**config.mk**
```make
export PLATFORM = sky130hd
export DESIGN_NAME = instr_encoder_flat
export DESIGN_NICKNAME = d
export VERILOG_FILES = /design/src/rtl/instr_encoder_if.sv /design/src/rtl/instr_encoder.sv /design/src/flat_wrapper.sv
export SDC_FILE = /design/constraint.sdc
export NUM_CORES = 1
export LEC_CHECK = 0
export BUFFER_PORTS_ARGS = -buffer_cell sky130_fd_sc_hd__buf_2
export CORE_MARGIN = 4
export CORE_UTILIZATION = 50
export CTS_BUF_LIST = sky130_fd_sc_hd__clkbuf_4 sky130_fd_sc_hd__clkbuf_8
export CTS_CLUSTER_DIAMETER = 120
export DETAILED_ROUTE_END_ITERATION = 10
export PLACE_DENSITY_LB_ADDON = 0.05
export SETUP_SLACK_MARGIN = 0.1
export SYNTH_ARGS = -nofsm -noshare
export SYNTH_HDL_FRONTEND = slang
export SYNTH_SLANG_ARGS = --single-unit
```
**constraint.sdc**
```tcl
create_clock -name Clk -period 2.55 [get_ports Clk]
set_input_delay 0 -clock Clk [delete_from_list [all_inputs] [get_ports Clk]]
set_output_delay 0 -clock Clk [all_outputs]
set_load 0.01 [all_outputs]
```
**src/rtl/instr_encoder_if.sv**
```systemverilog
// Request and instruction-memory bus for the instruction encoder.
// The master side issues symbolic instructions and models the memory;
// the slave side is the encoder itself.
interface instr_encoder_if #(
  parameter int ADDR_W = 8
);
  logic              inValid;
  logic              inReady;
  logic [4:0]        mnem;
  logic [4:0]        rs;
  logic [4:0]        rt;
  logic [4:0]        rd;
  logic [4:0]        shamt;
  logic [15:0]       imm;
  logic [25:0]       target;
  logic              memBusy;
  logic              memWrEn;
  logic [ADDR_W-1:0] memAddr;
  logic [31:0]       memData;
  logic [ADDR_W:0]   wrCount;
  logic              full;
  logic              errFlag;

  modport master (
    output inValid, mnem, rs, rt, rd, shamt, imm, target, memBusy,
    input  inReady, memWrEn, memAddr, memData, wrCount, full, errFlag
  );

  modport slave (
    input  inValid, mnem, rs, rt, rd, shamt, imm, target, memBusy,
    output inReady, memWrEn, memAddr, memData, wrCount, full, errFlag
  );
endinterface

```
**src/rtl/instr_encoder.sv**
```systemverilog
// Instruction encoder and loader: turns symbolic instructions into 32-bit
// MIPS words and writes them sequentially into instruction memory through
// a single registered output stage.
module instr_encoder #(
  parameter int ADDR_W = 8,
  parameter int DEPTH  = 256
) (
  input  logic           Clk,
  input  logic           Rst,
  input  logic           clear,
  instr_encoder_if.slave bus
);

  // Index of the last writable slot; wrPtr never wraps past DEPTH.
  localparam logic [ADDR_W:0] LAST_SLOT = (ADDR_W+1)'(DEPTH - 1);

  // Returns {legal, word}; illegal mnemonics give legal=0 and a zero word.
  function automatic logic [32:0] encode(
    input logic [4:0]  mnem, rs, rt, rd, shamt,
    input logic [15:0] imm,
    input logic [25:0] target
  );
    logic [32:0] r;
    r = {1'b1, 32'h0000_0000};
    case (mnem)
      5'd0:  r[31:0] = {6'h00, rs, rt, rd, 5'd0, 6'h20};   // ADD
      5'd1:  r[31:0] = {6'h00, rs, rt, rd, 5'd0, 6'h22};   // SUB
      5'd2:  r[31:0] = {6'h00, rs, rt, rd, 5'd0, 6'h24};   // AND
      5'd3:  r[31:0] = {6'h00, rs, rt, rd, 5'd0, 6'h25};   // OR
      5'd4:  r[31:0] = {6'h00, rs, rt, rd, 5'd0, 6'h26};   // XOR
      5'd5:  r[31:0] = {6'h00, rs, rt, rd, 5'd0, 6'h27};   // NOR
      5'd6:  r[31:0] = {6'h00, rs, rt, rd, 5'd0, 6'h2A};   // SLT
      5'd7:  r[31:0] = {6'h00, 5'd0, rt, rd, shamt, 6'h00}; // SLL
      5'd8:  r[31:0] = {6'h00, 5'd0, rt, rd, shamt, 6'h02}; // SRL
      5'd9:  r[31:0] = {6'h00, rs, 15'd0, 6'h08};           // JR
      5'd10: r[31:0] = {6'h01, rs, 5'd1, imm};              // BGEZ
      5'd11: r[31:0] = {6'h01, rs, 5'd0, imm};              // BLTZ
      5'd12: r[31:0] = {6'h02, target};                     // J
      5'd13: r[31:0] = {6'h03, target};                     // JAL
      5'd14: r[31:0] = {6'h04, rs, rt, imm};                // BEQ
      5'd15: r[31:0] = {6'h05, rs, rt, imm};                // BNE
      5'd16: r[31:0] = {6'h06, rs, 5'd0, imm};              // BLEZ
      5'd17: r[31:0] = {6'h07, rs, 5'd0, imm};              // BGTZ
      5'd18: r[31:0] = {6'h08, rs, rt, imm};                // ADDI
      5'd19: r[31:0] = {6'h0A, rs, rt, imm};                // SLTI
      5'd20: r[31:0] = {6'h0C, rs, rt, imm};                // ANDI
      5'd21: r[31:0] = {6'h0D, rs, rt, imm};                // ORI
      5'd22: r[31:0] = {6'h0E, rs, rt, imm};                // XORI
      5'd23: r[31:0] = {6'h23, rs, rt, imm};                // LW
      5'd24: r[31:0] = {6'h21, rs, rt, imm};                // LH
      5'd25: r[31:0] = {6'h20, rs, rt, imm};                // LB (loadSAD)
      5'd26: r[31:0] = {6'h2B, rs, rt, imm};                // SW
      5'd27: r[31:0] = {6'h29, rs, rt, imm};                // SH
      5'd28: r[31:0] = {6'h28, rs, rt, imm};                // SB (SAD)
      5'd29: r[31:0] = {6'h1C, rs, rt, rd, 5'd0, 6'h02};   // MUL
      default: r = 33'd0;
    endcase
    return r;
  endfunction

  logic              out_valid_q, out_valid_d;
  logic [31:0]       mem_data_q, mem_data_d;
  logic [ADDR_W:0]   wr_ptr_q, wr_ptr_d;
  logic              full_q, full_d;
  logic              full_pending_q, full_pending_d;
  logic              err_flag_q, err_flag_d;

  logic [32:0]       enc_s;
  logic              in_ready_s;
  logic              accept_s;
  logic              complete_s;
  logic [ADDR_W:0]   slot_s;

  // Encode the request and derive handshake / write-completion strobes.
  always_comb begin
    enc_s      = encode(bus.mnem, bus.rs, bus.rt, bus.rd, bus.shamt, bus.imm, bus.target);
    in_ready_s = !Rst && !clear && !full_q && !full_pending_q &&
                 (!out_valid_q || !bus.memBusy);
    accept_s   = bus.inValid && in_ready_s;
    complete_s = out_valid_q && !bus.memBusy;
    // Slot a newly accepted word would land in, counting the one in flight.
    slot_s     = wr_ptr_q + {{ADDR_W{1'b0}}, out_valid_q};
  end

  // Next-state logic; clear overrides any accept or completing write.
  always_comb begin
    out_valid_d    = out_valid_q;
    mem_data_d     = mem_data_q;
    wr_ptr_d       = wr_ptr_q;
    full_d         = full_q;
    full_pending_d = full_pending_q;
    err_flag_d     = err_flag_q;
    if (clear) begin
      out_valid_d    = 1'b0;
      wr_ptr_d       = {(ADDR_W+1){1'b0}};
      full_d         = 1'b0;
      full_pending_d = 1'b0;
      err_flag_d     = 1'b0;
    end else begin
      if (complete_s) begin
        out_valid_d = 1'b0;
        wr_ptr_d    = wr_ptr_q + {{ADDR_W{1'b0}}, 1'b1};
        if (wr_ptr_q == LAST_SLOT) begin
          full_d = 1'b1;
        end else begin
          full_d = full_q;
        end
      end else begin
        out_valid_d = out_valid_q;
      end
      if (accept_s) begin
        if (enc_s[32]) begin
          out_valid_d = 1'b1;
          mem_data_d  = enc_s[31:0];
          if (slot_s == LAST_SLOT) begin
            full_pending_d = 1'b1;
          end else begin
            full_pending_d = full_pending_q;
          end
        end else begin
          err_flag_d = 1'b1;
        end
      end else begin
        err_flag_d = err_flag_q;
      end
    end
  end

  // State registers; reset drops any in-flight write completely.
  always_ff @(posedge Clk or posedge Rst) begin
    if (Rst) begin
      out_valid_q    <= 1'b0;
      mem_data_q     <= 32'h0000_0000;
      wr_ptr_q       <= {(ADDR_W+1){1'b0}};
      full_q         <= 1'b0;
      full_pending_q <= 1'b0;
      err_flag_q     <= 1'b0;
    end else begin
      out_valid_q    <= out_valid_d;
      mem_data_q     <= mem_data_d;
      wr_ptr_q       <= wr_ptr_d;
      full_q         <= full_d;
      full_pending_q <= full_pending_d;
      err_flag_q     <= err_flag_d;
    end
  end

  assign bus.inReady = in_ready_s;
  assign bus.memWrEn = out_valid_q;
  assign bus.memAddr = wr_ptr_q[ADDR_W-1:0];
  assign bus.memData = mem_data_q;
  assign bus.wrCount = wr_ptr_q;
  assign bus.full    = full_q;
  assign bus.errFlag = err_flag_q;

endmodule
```
**src/flat_wrapper.sv**
```systemverilog
// flat-port wrapper written by rule: the top's interface ports become plain ports
module instr_encoder_flat 
#(
  parameter int ADDR_W = 8,
  parameter int DEPTH  = 256
)
  (Clk, Rst, clear, bus_inValid, bus_mnem, bus_rs, bus_rt, bus_rd, bus_shamt, bus_imm, bus_target, bus_memBusy, bus_inReady, bus_memWrEn, bus_memAddr, bus_memData, bus_wrCount, bus_full, bus_errFlag);
  instr_encoder_if #(.ADDR_W(ADDR_W)) bus_i ();
  input  logic Clk;
  input  logic Rst;
  input  logic clear;
  input wire logic [$bits(bus_i.inValid)-1:0] bus_inValid;
  input wire logic [$bits(bus_i.mnem)-1:0] bus_mnem;
  input wire logic [$bits(bus_i.rs)-1:0] bus_rs;
  input wire logic [$bits(bus_i.rt)-1:0] bus_rt;
  input wire logic [$bits(bus_i.rd)-1:0] bus_rd;
  input wire logic [$bits(bus_i.shamt)-1:0] bus_shamt;
  input wire logic [$bits(bus_i.imm)-1:0] bus_imm;
  input wire logic [$bits(bus_i.target)-1:0] bus_target;
  input wire logic [$bits(bus_i.memBusy)-1:0] bus_memBusy;
  output wire logic [$bits(bus_i.inReady)-1:0] bus_inReady;
  output wire logic [$bits(bus_i.memWrEn)-1:0] bus_memWrEn;
  output wire logic [$bits(bus_i.memAddr)-1:0] bus_memAddr;
  output wire logic [$bits(bus_i.memData)-1:0] bus_memData;
  output wire logic [$bits(bus_i.wrCount)-1:0] bus_wrCount;
  output wire logic [$bits(bus_i.full)-1:0] bus_full;
  output wire logic [$bits(bus_i.errFlag)-1:0] bus_errFlag;
  assign bus_i.inValid = bus_inValid;
  assign bus_i.mnem = bus_mnem;
  assign bus_i.rs = bus_rs;
  assign bus_i.rt = bus_rt;
  assign bus_i.rd = bus_rd;
  assign bus_i.shamt = bus_shamt;
  assign bus_i.imm = bus_imm;
  assign bus_i.target = bus_target;
  assign bus_i.memBusy = bus_memBusy;
  assign bus_inReady = bus_i.inReady;
  assign bus_memWrEn = bus_i.memWrEn;
  assign bus_memAddr = bus_i.memAddr;
  assign bus_memData = bus_i.memData;
  assign bus_wrCount = bus_i.wrCount;
  assign bus_full = bus_i.full;
  assign bus_errFlag = bus_i.errFlag;
  instr_encoder #(.ADDR_W(ADDR_W), .DEPTH(DEPTH)) u_core (.Clk(Clk), .Rst(Rst), .clear(clear), .bus(bus_i));
endmodule
```
==> results.py, run 1 <==
metrics = {
    "logic_synthesis": {
        "synth_top_area_share": 0.415,
        "yosysWarningCount": 0,
        "ys_top_cells_by_area": "dfrtp_1, a21oi_1, nor2_1",
        "ys_seq_area_frac": 0.415,
        "yosys.area.top_type": "dfrtp_1",
        "syn_inst": 306,
        "syn-num-nets": 382,
        "synth-edff-count": 0,
        "synth.most_common_cell": "dfrtp_1",
        "synth.avg_cell_area_um2": 8.86,
        "ys_top_cells_by_count": "dfrtp_1, nor2_1, a21oi_1, nand2_1",
        "synth_cell_types": 51,
        "ys_async_sr_fraction": 1.00,
        "yosys_register_bits": 45,
        "syn_area_um2": 2710,
        "ys.flop_type": "dfrtp_1",
    },
    "setup_path": {
        "critPathKind": "register to register",
        "rrSetupSlack_ns": 0.46,
        "cp_data_arrival_time_ns": 2.28,
        "crit_fanout": 33,
        "critPathLaunchType": "register",
        "cp-end-kind": "register",
        "crit_required_ns": 2.74,
        "rr_worst_depth": 6,
    },
    "final_layout": {
        "fillers": 464,
        "drive_gt1_frac": 0.342,
        "diodes": 0,
        "fin_nets": 499,
        "syn2layout_area_growth_pct": 28.9,
    },
    "global_routing": {
        "grt-ovfl-total": 0,
        "grt_pass1_vias": 2457,
        "grt_pass1_wl_um": 11600,
        "grt_max_degree": 46,
        "antenna_found_initial": 0,
        "grt_use_total": 0.224,
    },
    "sta": {
        "setup_tns_ns": 0,
        "slew_viol_final": 0,
        "tightest_slew_ns": 0.928,
        "finalHoldViolCount": 1,
        "finalCriticalPeriod_ns": 2.09,
        "fin_crit_sh": 0.818,
        "report.final.setup_viol": 0,
        "fin_hold_ws_ns": -0.00257,
        "max_freq_mhz": 479,
        "fin_skew_ns": 0.00509,
        "rsz0062_at_grt": "false",
        "maxSlewHeadroom": 0.381,
    },
    "placement": {
        "io_buffers": 124,
        "gp_congestion": 0.795,
        "hpwl_um": 5260,
    },
    "power_and_ir_drop": {
        "leakage_nw": 1.70,
        "total_power_mw": 1.82,
        "p_per_area_nw_per_um2": 520,
        "ir_drop_v": 0.000278,
    },
    "detailed_routing": {
        "firstDrtPassIters": 5,
        "drt-wirelength-per-cell_um": 15.3,
        "via_count": 2746,
        "vias_per_cell": 5.56,
        "ant_nets": 0,
        "drt_iter0_drc": 176,
        "drc": 0,
        "wl_um": 7560,
    },
    "clock_network": {
        "clock_latency_ns": 0.29,
        "root_buffer": "clkbuf_8",
        "cts_tree": "done",
        "cts_resized": 0,
        "cts_made_buffers": 5,
        "clk_pin_slew_worst_paths_ns": 0.08,
        "cts_setup_buffers": 0,
        "cts.path.max_buffers": 2,
        "cts.sinks": 45,
        "h-tree-depth": 2,
    },
    "status": {
        "status": "finished with violations",
        "violations": "negative hold slack",
    },
    "die": {
        "row_count": 26,
        "dieArea_um2": 6670,
        "ios": 125,
        "die_h_um": 81.6,
        "core_area_um2": 5170,
        "start_util": 0.524,
        "die_w_um": 81.6,
    },
    "worst_hold_path": {
        "min_path_type": "input pin to register",
        "holdPathStages": 3,
    },
    "job": {
        "max_cap_violations": 0,
    },
}
per-stage QoR:
step                      utilization  area, µm²  setup slack (ns)  instances
final                           0.676       3500             0.464        494
after global routing            0.676       3500             0.335        494
after CTS                       0.676       3500             0.482        494
after detailed placement        0.625       3230             0.911        469
after global placement          0.625       3230             0.949        469
after floorplan                     -       2710              1.08        306
cell type report:
class	instances	area, µm²	area share
Multi-Input combinational cell	220	1350	0.387
Sequential cell	45	1130	0.322
Timing Repair Buffer	144	813	0.233
Tap cell	70	87.6	0.0251
Clock buffer	7	83.8	0.0240
Inverter	7	26.3	0.00752
Clock inverter	1	7.51	0.00215
repair_timing:
item,CTS,global route
setup endpoints to repair,0,0
endpoints found under the hold margin,60,0
hold buffers,17,0
worst max-delay path, cell delays in order (launching register included):
cell,delay (ns)
dfrtp_1,0.39
nor4_2,0.33
nand4_1,0.13
buf_4,0.25
a221oi_1,0.24
dlygate4sd3_1,0.59
nor2_1,0.04
flip-flops by register name, indices dropped and copies added (netlist names):
name and cells:
u_core.bus.errFlag 1, u_core.bus.full 1, u_core.bus.memData 32, u_core.bus.memWrEn 1, u_core.bus.wrCount 9, u_core.full_pending_q 1
power breakdown:
group	internal [mW]	switching, mW	total (mW)
Combinational	0.223	0.274	0.496
Sequential	0.814	0.0559	0.870
Clock	0.215	0.238	0.453
Total	1.25	0.567	1.82
cells in the final DEF (no fill, tap or decap), types with 4 or more instances in the layout:
master,count
a21oi_1,35
a222oi_1,10
a31oi_1,7
buf_2,124
clkbuf_8,5
dfrtp_1,45
dlygate4sd3_1,17
ha_1,4
inv_1,6
nand2_1,23
nand3_1,10
nand4_1,7
nor2_1,36
nor2b_1,10
o21ai_0,13
o21ai_1,6
xnor2_1,5
xor2_1,6
final timing paths:
| path | start | endpoint |
|---|---|---|
| setup / recovery | u_core.full_pending_q | u_core.bus.memData[4] |
| hold / removal | bus_shamt[2] | u_core.bus.memData[8] |
| setup reg to reg | u_core.full_pending_q | u_core.bus.memData[4] |
| hold reg to reg | u_core.bus.memData[29] | u_core.bus.memData[29] |
| max in group asynchronous | Rst | u_core.bus.wrCount[5] |
| min in group asynchronous | Rst | u_core.bus.full |
routing by layer:
| metal | global-route usage | wire (µm) | up-vias |
|---|---|---|---|
| li1 | - | - | 1335 |
| met1 | 0.302 | 3180 | 1279 |
| met2 | 0.375 | 3610 | 124 |
| met3 | 0.0395 | 669 | 8 |
| met4 | 0.0565 | 95 | 0 |
| met5 | 0 | 0 | - |
cells by family (layout without fill, tap and decap cells):
family          count (synthesis)  count (layout)  synth area share
simple gates                  110             110             0.214
buf+inv                        41             159            0.0863
compound gates                 93              93             0.223
xor+xnor                       11              11            0.0355
flops                          45              45             0.415
mux                             2               2           0.00738
fa+ha+maj                       4               4            0.0185
No activity file was read; power rests on OpenSTA's default activity.
==> run 2: changes to the inputs <==
CORE_UTILIZATION = 49   (was 50)
clock period = 2.04 ns   (was 2.55 ns; I/O delays follow)
==> results.py, run 2 (synthesis results as in run 1) <==
metrics = {
    "placement": {
        "hpwl_um": 5530,
        "io_buffers": 124,
        "dpl_worst_slack_ns": 0.427,
        "gp_congestion": 0.856,
    },
    "setup_path": {
        "cp-end-kind": "register",
        "crit_required_ns": 2.22,
        "crit_fanout": 22,
        "r2r_end": "u_core.bus.memData[3]",
        "rr_worst_depth": 5,
        "cp_data_arrival_time_ns": 1.78,
        "rrSetupSlack_ns": 0.44,
        "reg2reg_from": "u_core.full_pending_q",
        "critPathLaunchType": "register",
        "critPathKind": "register to register",
    },
    "power_and_ir_drop": {
        "leakage_nw": 1.77,
        "p_per_area_nw_per_um2": 671,
        "total_power_mw": 2.45,
        "ir_drop_v": 0.000416,
    },
    "detailed_routing": {
        "firstDrtPassIters": 4,
        "drc": 0,
        "ant_nets": 0,
        "drt_iter0_drc": 136,
        "wl_um": 7810,
        "drt-wirelength-per-cell_um": 15.4,
        "vias_per_cell": 5.44,
        "via_count": 2757,
    },
    "clock_network": {
        "cts_resized": 0,
        "h-tree-depth": 2,
        "cts_made_buffers": 5,
        "clock_latency_ns": 0.30,
        "root_buffer": "clkbuf_8",
        "cts_tree": "done",
        "cts.sinks": 45,
        "clk_pin_slew_worst_paths_ns": 0.08,
        "cts.path.max_buffers": 2,
    },
    "sta": {
        "report.final.setup_viol": 0,
        "slew_viol_final": 0,
        "fin_crit_sh": 0.784,
        "maxSlewHeadroom": 0.668,
        "fin_skew_ns": 0.00787,
        "rsz0062_at_grt": "false",
        "fin_ws_ns": 0.441,
        "finalCriticalPeriod_ns": 1.60,
        "max_freq_mhz": 625,
        "tightest_slew_ns": 0.498,
        "finalHoldViolCount": 0,
        "setup_tns_ns": 0,
    },
    "final_layout": {
        "syn2layout_area_growth_pct": 34.5,
        "fillers": 453,
        "layout_common_cells": "buf_2, dfrtp_1, nor2_1",
        "final_common_cell": "buf_2",
        "drive_gt1_frac": 0.344,
        "fin_nets": 511,
        "largest_reg_flops": 32,
    },
    "global_routing": {
        "grt_max_degree": 31,
        "antenna_found_initial": 0,
        "grt_use_total": 0.234,
        "grt_pass1_vias": 2513,
        "grt_pass1_wl_um": 12100,
        "grt-ovfl-total": 0,
    },
    "job": {
        "max_cap_violations": 0,
    },
    "worst_hold_path": {
        "worstHoldStart": "bus_shamt[1]",
        "hold_end": "u_core.bus.memData[7]",
        "holdPathStages": 3,
        "min_path_type": "input pin to register",
    },
    "die": {
        "die_h_um": 82.4,
        "start_util": 0.518,
        "row_count": 26,
        "dieArea_um2": 6790,
        "die_w_um": 82.4,
        "ios": 125,
        "core_area_um2": 5240,
    },
    "status": {
        "status": "finished, final reports clean",
    },
}
[run 2: changes by cell type in the layout (fill, tap and decap cells not counted), sizes merged]
cell | before | now
buf | 127 | 132
bufinv | 0 | 1
clkinvlp | 1 | 0
diode | 0 | 1
dlygate4sd3 | 17 | 24
[run 2: layer usage]
metal  up-vias  global-route usage  part of all wire  routed length [µm]
met5         -                   0                 0                   0
li1       1359                   -                 -                   -
met1      1282               0.309              0.41                3230
met3         8              0.0456             0.087                 679
met4         0              0.0731            0.0099                  77
met2       108               0.385              0.49                3820
[run 2: worst max path at each step]
stage | to | startpoint | slack (ns) | cells past startpoint
6_report | u_core.bus.memData[3] | u_core.full_pending_q | 0.44 | 5
5_1_grt | u_core.bus.memData[3] | u_core.full_pending_q | 0.26 | 5
4_1_cts | u_core.bus.memData[3] | u_core.full_pending_q | 0.42 | 5
3_5_place_dp | u_core.bus.memData[21] | bus_mnem[1] | 0.43 | 5
3_3_place_gp | u_core.bus.memData[23] | bus_mnem[1] | 0.44 | 5
2_1_floorplan | u_core.full_pending_q | u_core.bus.wrCount[0] | 0.57 | 6
[run 2: through the flow]
stage	hold slack (ns)	area, µm²	utilization	instances
finish	0.00494	3650	0.696	507
global route	0.0172	3640	0.696	506
CTS	0.0000507	3640	0.696	506
detailed placement	0.0711	3280	0.627	474
global placement	0.0589	3280	0.627	474
floorplan	0.0668	2710	-	306
[run 2: critical path, cell delays in order, from the launching register on]
cell	delay [ns]
dfrtp_1	0.39
nor4_2	0.37
nand4_1	0.17
buf_4	0.24
a221oi_1	0.24
nor2_1	0.06
[run 2: where the power goes]
group | internal [mW] | total (mW) | switching (mW)
Combinational | 0.296 | 0.643 | 0.347
Sequential | 1.02 | 1.09 | 0.0679
Clock | 0.413 | 0.719 | 0.306
Total | 1.73 | 2.45 | 0.720
[run 2: what timing repair did]
action	4_1_cts	5_1_grt
setup buffers	0	0
hold buffers	24	0
endpoints found under the hold margin	39	0
[run 2: layout make-up]
| cell class | instances | area, µm² | share of cell area |
|---|---|---|---|
| Multi-Input combinational cell | 220 | 1350 | 0.370 |
| Sequential cell | 45 | 1130 | 0.309 |
| Timing Repair Buffer | 156 | 933 | 0.256 |
| Clock buffer | 7 | 90.1 | 0.0247 |
| Tap cell | 70 | 87.6 | 0.0240 |
| Clock inverter | 1 | 30.0 | 0.00823 |
| Inverter | 7 | 26.3 | 0.00720 |
| Antenna cell | 1 | 2.50 | 0.000686 |
==> run 3: changes to the inputs <==
ABC_AREA = 1   (was unset)
CORE_UTILIZATION = 44   (was 49)
clock period = 1.33 ns   (was 2.04 ns; I/O delays follow)
==> results.py, run 3 <==
metrics = {
    "detailed_routing": {
        "vias_per_cell": 5.04,
        "via_count": 3371,
        "wl_um": 10500,
        "drt_iter0_drc": 159,
        "firstDrtPassIters": 4,
        "ant_nets": 0,
        "drc": 0,
        "drt-wirelength-per-cell_um": 15.7,
    },
    "placement": {
        "io_buffers": 124,
        "gp_congestion": 0.928,
        "dpl_worst_slack_ns": -0.278,
        "hpwl_um": 6510,
        "place_area_um2": 3730,
    },
    "sta": {
        "slew_viol_final": 0,
        "tightest_slew_ns": 0.575,
        "max_freq_mhz": 611,
        "finalCriticalPeriod_ns": 1.64,
        "fin_hold_ws_ns": -0.0918,
        "maxSlewHeadroom": 0.616,
        "fin_ws_ns": -0.306,
        "fin_crit_sh": 1.23,
        "finalHoldViolCount": 5,
        "fin_skew_ns": 0.0128,
        "rsz0062_at_grt": "true",
        "setup_tns_ns": -9.90,
        "report.final.setup_viol": 44,
    },
    "setup_path": {
        "critPathKind": "register to register",
        "cp_data_arrival_time_ns": 1.82,
        "crit_required_ns": 1.52,
        "critPathLaunchType": "register",
        "crit_start": "u_core.bus.memWrEn",
        "reg2reg_from": "u_core.bus.memWrEn",
        "rrSetupSlack_ns": -0.31,
        "cp-end-kind": "register",
        "crit_fanout": 8,
    },
    "power_and_ir_drop": {
        "clockPowerShare": 0.216,
        "p_switching_mw": 1.57,
        "p_sw_frac": 0.365,
        "p_int_mw": 2.74,
        "pwr-share-seq": 0.429,
        "total_power_mw": 4.31,
        "comb_power_share": 0.355,
        "ir_drop_v": 0.000641,
        "p_per_area_nw_per_um2": 912,
        "leakage_nw": 2.58,
    },
    "logic_synthesis": {
        "synth_cell_types": 32,
        "synth_top_area_share": 0.423,
        "ys_top_cells_by_area": "dfrtp_1, nand2_1, nand3_1",
        "yosysWarningCount": 0,
        "syn_inst": 381,
        "synth.most_common_cell": "nand2_1",
        "yosys_register_bits": 45,
        "synth.avg_cell_area_um2": 6.99,
        "yosys.area.top_type": "dfrtp_1",
        "ys.flop_type": "dfrtp_1",
        "syn-num-nets": 457,
        "synth-edff-count": 0,
        "ys_seq_area_frac": 0.423,
        "ys_top_cells_by_count": "nand2_1, dfrtp_1, nand3_1, nor2_1, inv_1",
        "syn_area_um2": 2660,
        "ys_async_sr_fraction": 1.00,
    },
    "global_routing": {
        "grt_pass1_vias": 3288,
        "grt_use_total": 0.264,
        "antenna_found_initial": 0,
        "grt-ovfl-total": 0,
        "grt_pass1_wl_um": 15400,
        "grt_max_degree": 46,
    },
    "clock_network": {
        "cts_hold_repair.buffers": 33,
        "cts.path.max_buffers": 2,
        "h-tree-depth": 2,
        "cts_tree": "done",
        "cts_made_buffers": 5,
        "cts.sinks": 45,
        "clk_pin_slew_worst_paths_ns": 0.10,
        "root_buffer": "clkbuf_8",
        "clock_latency_ns": 0.31,
    },
    "job": {
        "max_cap_violations": 0,
    },
    "final_layout": {
        "largest_reg_flops": 32,
        "final_common_cell": "nand2_1",
        "diodes": 0,
        "drive_gt1_frac": 0.466,
        "fin_area_um2": 4720,
        "fin_nets": 669,
        "ff_latch_area_um2": 1130,
        "layout_common_cells": "nand2_1, buf_2, buf_4",
        "multi_input_area_um2": 1700,
        "final_util": 0.803,
        "fillers": 400,
        "syn2layout_area_growth_pct": 77.4,
    },
    "die": {
        "ios": 125,
        "row_count": 28,
        "core_area_um2": 5890,
        "dieArea_um2": 7360,
        "die_h_um": 85.8,
        "start_util": 0.452,
        "die_w_um": 85.8,
    },
    "worst_hold_path": {
        "min_path_type": "input pin to register",
        "worstHoldStart": "clear",
    },
    "status": {
        "violations": "negative hold slack, negative setup slack",
        "status": "finished with violations",
    },
}
==> run 3: worst paths after layout <==
kind	endpoint	cells after the start
max in group asynchronous	u_core.bus.wrCount[0]	4
setup / recovery	u_core.bus.memData[3]	10
hold reg to reg	u_core.bus.memData[25]	2
min in group asynchronous	u_core.bus.memWrEn	4
hold / removal	u_core.full_pending_q	2
setup reg to reg	u_core.bus.memData[3]	10
==> run 3: critical path, cell delays in order, from the launching register on <==
cell,delay (ns)
dfrtp_1,0.44
buf_6,0.14
nand2_4,0.06
nand3_4,0.06
nor3_4,0.18
nand2_2,0.10
inv_4,0.08
nand2_8,0.11
clkbuf_16,0.20
nand2_2,0.06
o21ai_1,0.06
==> run 3: repair_timing <==
action | in CTS | in global routing
resized for setup | 29 | 85
setup endpoints to repair | 43 | 46
buffers inserted | 5 | 3
hold endpoints to repair | 68 | 4
cloned | 0 | 5
pin swaps | 9 | 28
==> run 3: cell families (layout without fill, tap and decap cells) <==
| kind of cell | Yosys count | count (layout) | synth area share |
|---|---|---|---|
| and+or+nand+nor | 237 | 237 | 0.365 |
| buffers and inverters | 46 | 259 | 0.0836 |
| xor gates and xnor gates | 2 | 2 | 0.00658 |
| AOI/OAI and AO/OA | 47 | 47 | 0.103 |
| DFF | 45 | 45 | 0.423 |
| adders and majority gates | 4 | 4 | 0.0188 |
==> run 3: stage by stage <==
stage | hold WS (ns) | instances
after floorplan | 0.0183 | 381
after global placement | 0.224 | 616
after detailed placement | 0.235 | 616
after CTS | -0.0745 | 662
after global routing | -0.0956 | 669
final | -0.0918 | 669
==> run 3: area by class of cell <==
| class | count | share of cell area |
|---|---|---|
| Inverter | 25 | 0.0223 |
| Multi-Input combinational cell | 290 | 0.360 |
| Clock inverter | 3 | 0.00530 |
| Timing Repair Buffer | 226 | 0.339 |
| Clock buffer | 5 | 0.0146 |
| Tap cell | 75 | 0.0199 |
| Sequential cell | 45 | 0.239 |
==> run 3: per-layer routing <==
metal,part of all wire,routed length (µm),vias to the layer above,global-route usage
met1,0.39,4120,1552,0.326
met4,0.012,125,0,0.0604
met5,0,0,-,0
met3,0.082,864,17,0.0548
li1,-,-,1638,-
met2,0.51,5400,164,0.472
==> run 3: power by group through the flow <==
stage                     clock [mW]  combinational, mW  sequential, mW
after global placement             0               1.18            1.77
final                          0.931               1.53            1.85
after detailed placement           0               1.21            1.77
after floorplan                    0              0.462            1.89
after CTS                      0.935               1.31            1.75
after global routing           0.999               1.67            1.87
